File: src/rtl/matmul_pkg.sv
// Shared definitions for the matrix-multiply datapath loop-index logic.
//   DEF_INDEX_W : default width of index/limit registers
//   DEF_STEP_W  : default width of the step input
//   WRAP / SAT  : encodings of the wrap_mode input
package matmul_pkg;

  localparam int unsigned DEF_INDEX_W = 8;
  localparam int unsigned DEF_STEP_W  = 4;

  localparam logic WRAP = 1'b1;
  localparam logic SAT  = 1'b0;

endpackage : matmul_pkg

File: src/rtl/index_limit_cmp.sv
// Combinational index + step adder with a greater-than-limit compare.
// The add is done in WIDTH+1 bits so a carry past 2**WIDTH reads as over-limit.
//   index_i        : current index
//   step_i         : unsigned increment
//   limit_i        : current limit
//   sum_c_o        : low WIDTH bits of index + step (exact whenever !over_limit_c_o)
//   over_limit_c_o : index + step > limit
module index_limit_cmp #(
  parameter int unsigned WIDTH  = matmul_pkg::DEF_INDEX_W,
  parameter int unsigned STEP_W = matmul_pkg::DEF_STEP_W
) (
  input  logic [WIDTH-1:0]  index_i,
  input  logic [STEP_W-1:0] step_i,
  input  logic [WIDTH-1:0]  limit_i,
  output logic [WIDTH-1:0]  sum_c_o,
  output logic              over_limit_c_o
);

  localparam int unsigned SUM_W = WIDTH + 1;

  logic [SUM_W-1:0] sum_wide;

  assign sum_wide       = SUM_W'(index_i) + SUM_W'(step_i);
  assign sum_c_o        = sum_wide[WIDTH-1:0];
  assign over_limit_c_o = sum_wide > SUM_W'(limit_i);

endmodule : index_limit_cmp

File: src/rtl/index_counter_reg.sv
// Loop-index register with programmable step and limit, wrap/saturate mode,
// a registered carry pulse for cascading, and a sticky saturation flag.
//   clk, reset           : clock, async active-low reset
//   clear                : sync clear of index (and sat_flag)
//   load_enable, data_in : load index
//   limit_load, limit_in : load limit register (parallel to index update)
//   inc, step            : advance index by step
//   wrap_mode            : WRAP = wrap to 0 past limit, SAT = clip at limit
//   data_out             : registered index
//   at_limit             : data_out == limit, from registered state only
//   carry_out            : registered one-cycle pulse on wrap
//   sat_flag             : sticky, set when an increment was clipped
module index_counter_reg
  import matmul_pkg::*;
#(
  parameter int unsigned      WIDTH       = DEF_INDEX_W,
  parameter int unsigned      STEP_W      = DEF_STEP_W,
  parameter logic [WIDTH-1:0] RESET_LIMIT = {WIDTH{1'b1}}
) (
  input  logic              clk,
  input  logic              reset,
  input  logic              clear,
  input  logic              load_enable,
  input  logic [WIDTH-1:0]  data_in,
  input  logic              limit_load,
  input  logic [WIDTH-1:0]  limit_in,
  input  logic              inc,
  input  logic [STEP_W-1:0] step,
  input  logic              wrap_mode,
  output logic [WIDTH-1:0]  data_out,
  output logic              at_limit,
  output logic              carry_out,
  output logic              sat_flag
);

  logic [WIDTH-1:0] index_q, index_d;
  logic [WIDTH-1:0] limit_q, limit_d;
  logic             carry_q, carry_d;
  logic             sat_q,   sat_d;

  logic [WIDTH-1:0] sum;
  logic             over_limit;

  // Always compares against the limit currently held, so a same-cycle
  // limit_load only affects the following cycle.
  index_limit_cmp #(
    .WIDTH  (WIDTH),
    .STEP_W (STEP_W)
  ) u_cmp (
    .index_i        (index_q),
    .step_i         (step),
    .limit_i        (limit_q),
    .sum_c_o        (sum),
    .over_limit_c_o (over_limit)
  );

  // Index / flag next-state: clear > load_enable > inc.
  always_comb begin
    index_d = index_q;
    carry_d = 1'b0;
    sat_d   = sat_q;

    if (clear) begin
      index_d = '0;
      sat_d   = 1'b0;
    end else if (load_enable) begin
      index_d = data_in;
    end else if (inc && (step != '0)) begin
      // step == 0 is a no-op even when the index already exceeds the limit.
      if (!over_limit) begin
        index_d = sum;
      end else if (wrap_mode == WRAP) begin
        index_d = '0;
        carry_d = 1'b1;
      end else begin
        index_d = limit_q;
        sat_d   = 1'b1;
      end
    end
  end

  // Limit update is independent of the index path.
  always_comb begin
    limit_d = limit_q;
    if (limit_load) begin
      limit_d = limit_in;
    end
  end

  always_ff @(posedge clk or negedge reset) begin
    if (!reset) begin
      index_q <= '0;
      limit_q <= RESET_LIMIT;
      carry_q <= 1'b0;
      sat_q   <= 1'b0;
    end else begin
      index_q <= index_d;
      limit_q <= limit_d;
      carry_q <= carry_d;
      sat_q   <= sat_d;
    end
  end

  assign data_out  = index_q;
  assign carry_out = carry_q;
  assign sat_flag  = sat_q;
  assign at_limit  = (index_q == limit_q);

endmodule : index_counter_reg
File: config.mk
export PLATFORM = sky130hd
export DESIGN_NAME = index_counter_reg
export DESIGN_NICKNAME = d
export VERILOG_FILES = /design/src/rtl/matmul_pkg.sv /design/src/rtl/index_limit_cmp.sv /design/src/rtl/index_counter_reg.sv
export SDC_FILE = /design/constraint.sdc
export NUM_CORES = 1
export LEC_CHECK = 0
export ABC_AREA = 1
export BUFFER_PORTS_ARGS = -buffer_cell sky130_fd_sc_hd__buf_4
export CAP_MARGIN = 20
export CORE_MARGIN = 8
export CORE_UTILIZATION = 33
export DETAILED_ROUTE_END_ITERATION = 6
export SKIP_LAST_GASP = 1
export SYNTH_ARGS = -nofsm -noshare
export SYNTH_HDL_FRONTEND = slang
export SYNTH_SLANG_ARGS = --single-unit
File: constraint.sdc
create_clock -name clk -period 5.5 [get_ports clk]
set_input_delay 0.825 -clock clk [delete_from_list [all_inputs] [get_ports clk]]
set_output_delay 0.825 -clock clk [all_outputs]
set_load 0.02 [all_outputs]
# Word level (Yosys, flattened, before mapping)
# Index checks and enable logic that the tools add are counted.
# word_totals
regBits	18
input_bits	27
out_inout_bits	11
elab_cells	30
# op_classes
add_sub_neg	1
magnitude_cmp	1
eq_ne	3
muxes	15
n_reduce_logical	6
# op_table
op	n
2-to-1 mux 8 bit	5
2-to-1 mux 1 bit	10
adder 8 x 4 -> 9 bit	1
greater-than comparator 9 x 8 -> 1 bit	1
equality test 8 bit	1
inequality test 2 bit (second input constant)	2
AND reduction 4 bit	1
nonzero test 2 bit	2
nonzero test 4 bit	1
nonzero test 3 bit	1
logical AND 1 bit	1

# Logic depth before layout (Yosys ltp)
# Gate-level depths: netlist of the first run.
# depth
depth_word	6
mapped_depth	19
mapped_depth_nobuf	19

# Cells and area by module
# A second synthesis of the first run with hierarchy kept.
# hier_totals
hier_cells	226
area_unflattened_um2	1541.5
# by_module_without_submodules
module	instances	cells_each	area_each_um2	seq_area_each_um2
index_counter_reg	1	152	1074.8	460.4
index_limit_cmp	1	74	466.7	0.0

# Least setup slack after synthesis of the first run
# No wires, ideal clock.
# synth_timing
path_type	input to register
startpoint	input step[0]
endpoint	register index_q[3] (netlist: data_out[3])
setup_time_ns	0.122
t_arrival_ns	3.049
t_required_ns	5.378
path_slack_ns	2.329
stages	16
n_path_buf	0
path_cell_list	ha_1 inv_1 fa_1 o21ai_2 nand2_1 nor2_1 xor2_1 inv_1 ha_1 nand2_1 nor3_1 nand3_2 nand2_4 nand2_1 nand3_1 a21oi_1
# synth_between
elab_chain_cells	6
word_cells_on_any_way	9
classes_between	add/sub: 1; order compare: 1; mux: 4; reduce/logical: 3
# synth_rtl
element	line	text
start: declaration	index_counter_reg.sv:28	input logic [STEP_W-1:0] step,
adder 8 x 4 -> 9 bit	index_limit_cmp.sv:23	assign sum_wide = SUM_W'(index_i) + SUM_W'(step_i);
greater-than comparator 9 x 8 -> 1 bit	index_limit_cmp.sv:25	assign over_limit_c_o = sum_wide > SUM_W'(limit_i);
2-to-1 mux 8 bit	index_counter_reg.sv:70	if (!over_limit) begin
2-to-1 mux 8 bit	index_counter_reg.sv:68	end else if (inc && (step != '0)) begin
2-to-1 mux 8 bit	index_counter_reg.sv:66	end else if (load_enable) begin
2-to-1 mux 8 bit	index_counter_reg.sv:63	if (clear) begin
end signal: assignment	index_counter_reg.sv:97	index_q <= index_d;
end: declaration	index_counter_reg.sv:36	logic [WIDTH-1:0] index_q, index_d;
# Parallel ways exist; a longest one is shown, timed or not. The select of a mux whose other input is x is not followed.
# A chain may end at the register's enable or synchronous reset.

# Final worst setup path of the first run
# layout_timing
startpoint	input step[0]
endpoint	register index_q[5] (netlist: data_out[5])
# Same word-level chain as after synthesis.

==> results of run 1 <==
-- state kept, by name, summed over array words and instances (netlist names) --
signal     cells
sat_flag       1
limit_q        8
data_out       8
carry_out      1
-- how the worst max path moves through the flow --
| stage | end | slack [ns] | depth (start not counted) |
|---|---|---|---|
| 2_1_floorplan | data_out[3] | 2.33 | 16 |
| 3_3_place_gp | data_out[3] | 2.02 | 17 |
| 3_5_place_dp | data_out[5] | 1.95 | 17 |
| 4_1_cts | data_out[5] | 2.21 | 17 |
| 5_1_grt | data_out[6] | 1.95 | 17 |
| 6_report | data_out[5] | 2.17 | 17 |
-- cells by family after synthesis --
group / synth area share, %
adders and majority gates: 11.3
xor gates and xnor gates: 5.24
AOI/OAI and AO/OA: 11.1
and+or+nand+nor: 31.6
buffers and inverters: 9.48
DFF: 30.6
muxes: 0.748
-- Yosys cell counts --
library cell	number	share of area [%]
fa_1	1	1.3
nand2_4	1	0.75
a21oi_1	23	7.6
nand2_1	50	12
clkbuf_1	1	0.25
dfstp_2	8	14
or2_2	2	0.83
mux2_2	1	0.75
o21ai_2	1	0.58
nand4_1	3	1.2
buf_6	1	0.75
ha_1	12	10
nand2_2	2	0.83
a21o_1	1	0.50
nor4_1	1	0.42
nand2_8	1	1.3
nor2_2	2	0.83
dfrtp_1	10	17
inv_1	32	8.0
xor2_1	6	3.5
nand3_1	22	7.3
nor3_2	1	0.67
o21ai_0	7	2.3
nand3_2	1	0.67
inv_2	2	0.50
nor2_1	13	3.2
nor3_1	3	1.0
xnor2_1	3	1.7
-- layer usage --
metal	vias up	track usage, %
met5	-	0
met2	39	19.5
met4	0	3.77
met1	666	16.5
li1	758	-
met3	7	2.54
-- area by class of cell --
type                            count  area (um^2)
Clock buffer                        4         45.0
Sequential cell                    18          460
Tap cell                           52         65.1
Fill cell                         482         2510
Multi-Input combinational cell    157          902
Inverter                           34          128
Timing Repair Buffer               37          278
-- power by group --
part / leakage [nW] / switching, mW / total (mW) / internal (mW)
Combinational: 0.752 / 0.170 / 0.282 / 0.112
Clock: 0.0228 / 0.0481 / 0.0997 / 0.0516
Sequential: 0.213 / 0.0279 / 0.182 / 0.154
Total: 0.988 / 0.246 / 0.564 / 0.318
-- layout by cell type (no fill, tap or decap), drive strengths merged, types with 4 or more instances in the layout --
| master | n |
|---|---|
| a21oi | 23 |
| buf | 37 |
| clkbuf | 4 |
| dfrtp | 10 |
| dfstp | 8 |
| ha | 12 |
| inv | 34 |
| nand2 | 54 |
| nand3 | 23 |
| nor2 | 15 |
| nor3 | 4 |
| o21ai | 8 |
| xor2 | 6 |
==> flow_summary_export.csv, run 1 <==
group,metric,value,unit
outcome,status,"complete, no violations",
sta,setup_viol,0,
clock_tree,hold_buffers,0,
critical_path,required,5.64,ns
synth,syn_inst,211,
detailed_routing,wl_met2,1.90,mm
clock_tree,insertion_delay,0.26,ns
grt,grt_usage,12.4,%
clock_tree,cts_buffer_depth,2,
place,place.gp.congestion,0.902,
synth,syn_area_per_cell,7.13,um^2
critical_path,crit_top_cell,"nand2_1",
layout,nets,291,
critical_path,reg2reg_setup_slack,2.32,ns
worst_hold_path,hp-class,"in2async",
clock_tree,clock_sinks,18,
clock_tree,cts-resized-gates,0,
sta,slew_viol_final,0,
power_and_ir_drop,leakagePower,0.988,nW
grt,grt_pass1_vias,1502,
clock_tree,clk_pin_slew,0.08,ns
layout,drive_gt1_share,24.8,%
detailed_routing,vias,1470,
detailed_routing,drc,0,
layout,stdcell_area,1880,um^2
power_and_ir_drop,ir_drop,105,uV
critical_path,critPathBufInv,3,
synth,ys_types,28,
synth,syn_nets,251,
critical_path,critical_path_class,"in2reg",
detailed_routing,wirelength,4.21,mm
detailed_routing,viasPerCell,4.87,
grt,grt_pass1_wl,7.32,mm
place,dp_slack,1.95,ns
place,dpl-instance-area,1830,um^2
synth,yosysWarnings,0,
floorplan,fp.coreArea,4380,um^2
detailed_routing,wl_per_cell,13.9,um
grt,overflow,0,
layout,antenna_cells,0,
floorplan,start_util,34.3,%
sta,holdWs,0.426,ns
layout,finalNonFillerCells,302,
clock_tree,cts_tree,"built",
critical_path,critPathLaunchType,"input pin",
floorplan,die_x,83.5,um
sta,min_period_over_period,60.5,%
critical_path,cp_max_fo,10,
power_and_ir_drop,powerDensity,300,nW/um^2
power_and_ir_drop,p_total,564,uW
grt,grt_max_degree,19,
floorplan,io_pins,38,
floorplan,dieArea,6980,um^2
clock_tree,cts_setup_buffers,0,
sta,fin_tns_setup,0,ns
layout,area_growth,24.8,%
detailed_routing,drtIter0Drc,77,
layout,fin_util,42.8,%
sta,worst_pin_slew,0.663,ns
critical_path,crit_path_cell_trace,"buf_4 > ha_1 > inv_1 > fa_1 > o21ai_2 > nand2_1 > nor2_1 > xor2_1 > inv_1 > ha_1 > nand2_1 > nor3_1 > nand3_2 > nand2_4 > nand2_1 > nand3_1 > a21oi_1",
synth,syn-cell-area,1510,um^2
place,hpwl,3.48,mm
detailed_routing,m1WireLength,2.03,mm
detailed_routing,antenna_left,0,
sta,fin_crit,3.33,ns
sta,clock_skew,0.00696,ns
floorplan,row_count,24,
critical_path,ff2ff_path_depth,16,
detailed_routing,wl_met3,220,um
clock_tree,numCtsBuffers,3,
floorplan,die_h,83.5,um
grt,antenna_found_initial,0,
synth,ys_seq_elements,18,
place,dp.cells,298,
job,maxCapViolCount,0,
sta,fmax,301,MHz
critical_path,regToRegStartpoint,"data_out[0]",
place,io_buffers,37,
sta,slew_headroom,55.6,%
sta,worst_slack,2.17,ns
sta,hold_viol,0,
sta,rsz0062_at_grt,"no",
clock_tree,cts.htree.levels,1,
critical_path,end_kind,"register",
critical_path,cpMaxStageDelayCell,"fa_1",
critical_path,critPathTopFamily,"simple AND/OR/NAND/NOR gates",
critical_path,max_stage_delay,0.41,ns
critical_path,r2r_end,"data_out[5]",
clock_tree,cts_root_buffer,"clkbuf_8",
critical_path,worst-endpoint-arrival,3.47,ns
critical_path,critPathLaunch,"step[0]",
detailed_routing,top_layer,"met4",
synth,seq_area_frac_synth,30.6,%
detailed_routing,firstDrtPassIters,4,
(Power assumes the default switching activity.)
==> run 2, diff against run 1 <==
==> constraint.sdc (replaced) <==
create_clock -name clk -period 2.8 [get_ports clk]
set_input_delay 0.42 -clock clk [delete_from_list [all_inputs] [get_ports clk]]
set_output_delay 0.42 -clock clk [all_outputs]
set_load 0.02 [all_outputs]
==> run 2 against run 1 <==
The flow now finishes with violations (negative setup slack). Non-clock buffer count up 17. Design area up 19%. Clock power up 100%. Power up 150%. Critical endpoint is now sat_flag.
==> flow_summary_export.csv, run 2 (synthesized netlist as in run 1, its figures left out) <==
group,metric,value,unit
grt,grt_pass1_vias,1619,
layout,fin_util,51.2,%
layout,layout_commonest_cell,"buf_4",
clock_tree,cts_buffer_depth,2,
place,dpl-instance-area,1920,um^2
sta,worst_slack,-0.0519,ns
detailed_routing,antenna_left,0,
sta,fin_crit,2.85,ns
detailed_routing,firstDrtPassIters,5,
clock_tree,cts_root_buffer,"clkbuf_8",
grt,grt_pass1_wl,7.71,mm
layout,stdcell_area,2240,um^2
critical_path,crit_top_cell,"ha_4",
floorplan,dieArea,6980,um^2
floorplan,die_x,83.5,um
layout,fill_cells,436,
outcome,status,"finished, violations left",
detailed_routing,viasPerCell,4.88,
sta,clock_skew,0.00158,ns
worst_hold_path,hp-class,"in2async",
critical_path,end_kind,"register",
grt,grt_usage,13.3,%
place,dp_slack,-0.327,ns
power_and_ir_drop,ir_drop,300,uV
layout,antenna_cells,0,
place,hpwl,3.49,mm
sta,worst_pin_slew,0.575,ns
power_and_ir_drop,leakagePower,1.13,nW
layout,drive_gt1_share,44.6,%
detailed_routing,wirelength,4.81,mm
grt,grt_max_degree,19,
sta,fmax,351,MHz
job,maxCapViolCount,0,
grt,overflow,0,
layout,area_growth,49.0,%
sta,slew_viol_final,0,
critical_path,crit_path_cell_trace,"ha_4 > inv_2 > fa_2 > o21ai_4 > nand2_1 > nor2_1 > xor2_1 > inv_1 > ha_4 > nand2_4 > nor3_4 > nand3_2 > buf_8 > buf_4 > nand4_1 > a21oi_1",
detailed_routing,vias,1565,
detailed_routing,drtIter0Drc,105,
floorplan,io_pins,38,
floorplan,row_count,24,
detailed_routing,wl_per_cell,15.0,um
sta,hold_viol,0,
layout,nets,310,
clock_tree,hold_buffers,0,
layout,multi_input_area,1130,um^2
critical_path,max_stage_delay,0.39,ns
critical_path,worst-endpoint-arrival,3.01,ns
floorplan,die_h,83.5,um
sta,setup_viol,9,
clock_tree,numCtsBuffers,3,
outcome,violations,"negative setup slack",
sta,slew_headroom,61.5,%
sta,fin_tns_setup,-0.328,ns
critical_path,critPathLaunch,"data_out[0]",
clock_tree,cts.htree.levels,1,
grt,antenna_found_initial,0,
floorplan,start_util,34.3,%
clock_tree,cts_tree,"built",
critical_path,critPathTopFamily,"adder cells",
critical_path,cpMaxStageDelayCell,"dfrtp_2",
critical_path,cp_max_fo,6,
layout,area.sequential,462,um^2
clock_tree,clock_sinks,18,
critical_path,regToRegStartpoint,"data_out[0]",
critical_path,critical_path_class,"reg2reg",
detailed_routing,drc,0,
critical_path,required,2.96,ns
layout,final_cell_mix,"buf_4, nand2_1, inv_1",
critical_path,critPathLaunchType,"register",
sta,rsz0062_at_grt,"yes",
clock_tree,insertion_delay,0.26,ns
floorplan,fp.coreArea,4380,um^2
clock_tree,clk_pin_slew,0.08,ns
critical_path,critPathBufInv,4,
place,place.gp.congestion,0.870,
place,io_buffers,37,
sta,min_period_over_period,102,%
power_and_ir_drop,powerDensity,625,nW/um^2
[run 2: changes by cell type in the layout (fill, tap and decap cells not counted), sizes merged]
cell   previous run  this run
buf              37        54
nand2            54        56
[run 2: metal layers]
metal | wire length, um | track usage, % | up-vias
met5 | 0 | 0 | -
met4 | 66 | 5.02 | 0
met3 | 217 | 2.44 | 5
met2 | 2280 | 21.1 | 40
met1 | 2240 | 17.3 | 725
li1 | - | - | 795
[run 2: path summary, 6_finish.rpt]
kind / end / slack, ns / depth (start not counted)
setup / recovery: sat_flag / -0.05 / 16
hold / removal: data_out[5] / 0.02 / 1
setup reg to reg: sat_flag / -0.05 / 16
hold reg to reg: sat_flag / 0.52 / 2
max in group asynchronous: limit_q[2] / 2.51 / 1
min in group clk: sat_flag / 0.32 / 2
[run 2: cell type report]
cell class / instances / area share, %
inverter: 34 / 5.69
timing repair buffer: 54 / 18.6
tap: 52 / 2.90
multi-input combinational: 159 / 50.3
clock buffer: 4 / 2.01
sequential: 18 / 20.6
[run 2: through the flow]
stage | hold WS, ns | power [mW] | instances
6_report | 0.0196 | 1.40 | 321
4_1_cts | 0.0235 | 1.30 | 320
3_5_place_dp | 0.313 | 0.991 | 310
5_1_grt | 0.0316 | 1.50 | 321
2_1_floorplan | 0.124 | 0.743 | 211
3_3_place_gp | 0.311 | 0.984 | 310
[run 2: timing repair]
action                     in CTS  in global routing
resized for setup              19                 33
pin swaps                      14                 17
setup endpoints to repair      10                 10
cloned                          2                  0
setup buffers                   4                  1
[run 2: power breakdown]
group	switching (mW)	internal (mW)	leakage, nW
clock	0.102	0.102	0.0228
combinational	0.489	0.364	0.894
sequential	0.0430	0.302	0.212
total	0.633	0.768	1.13
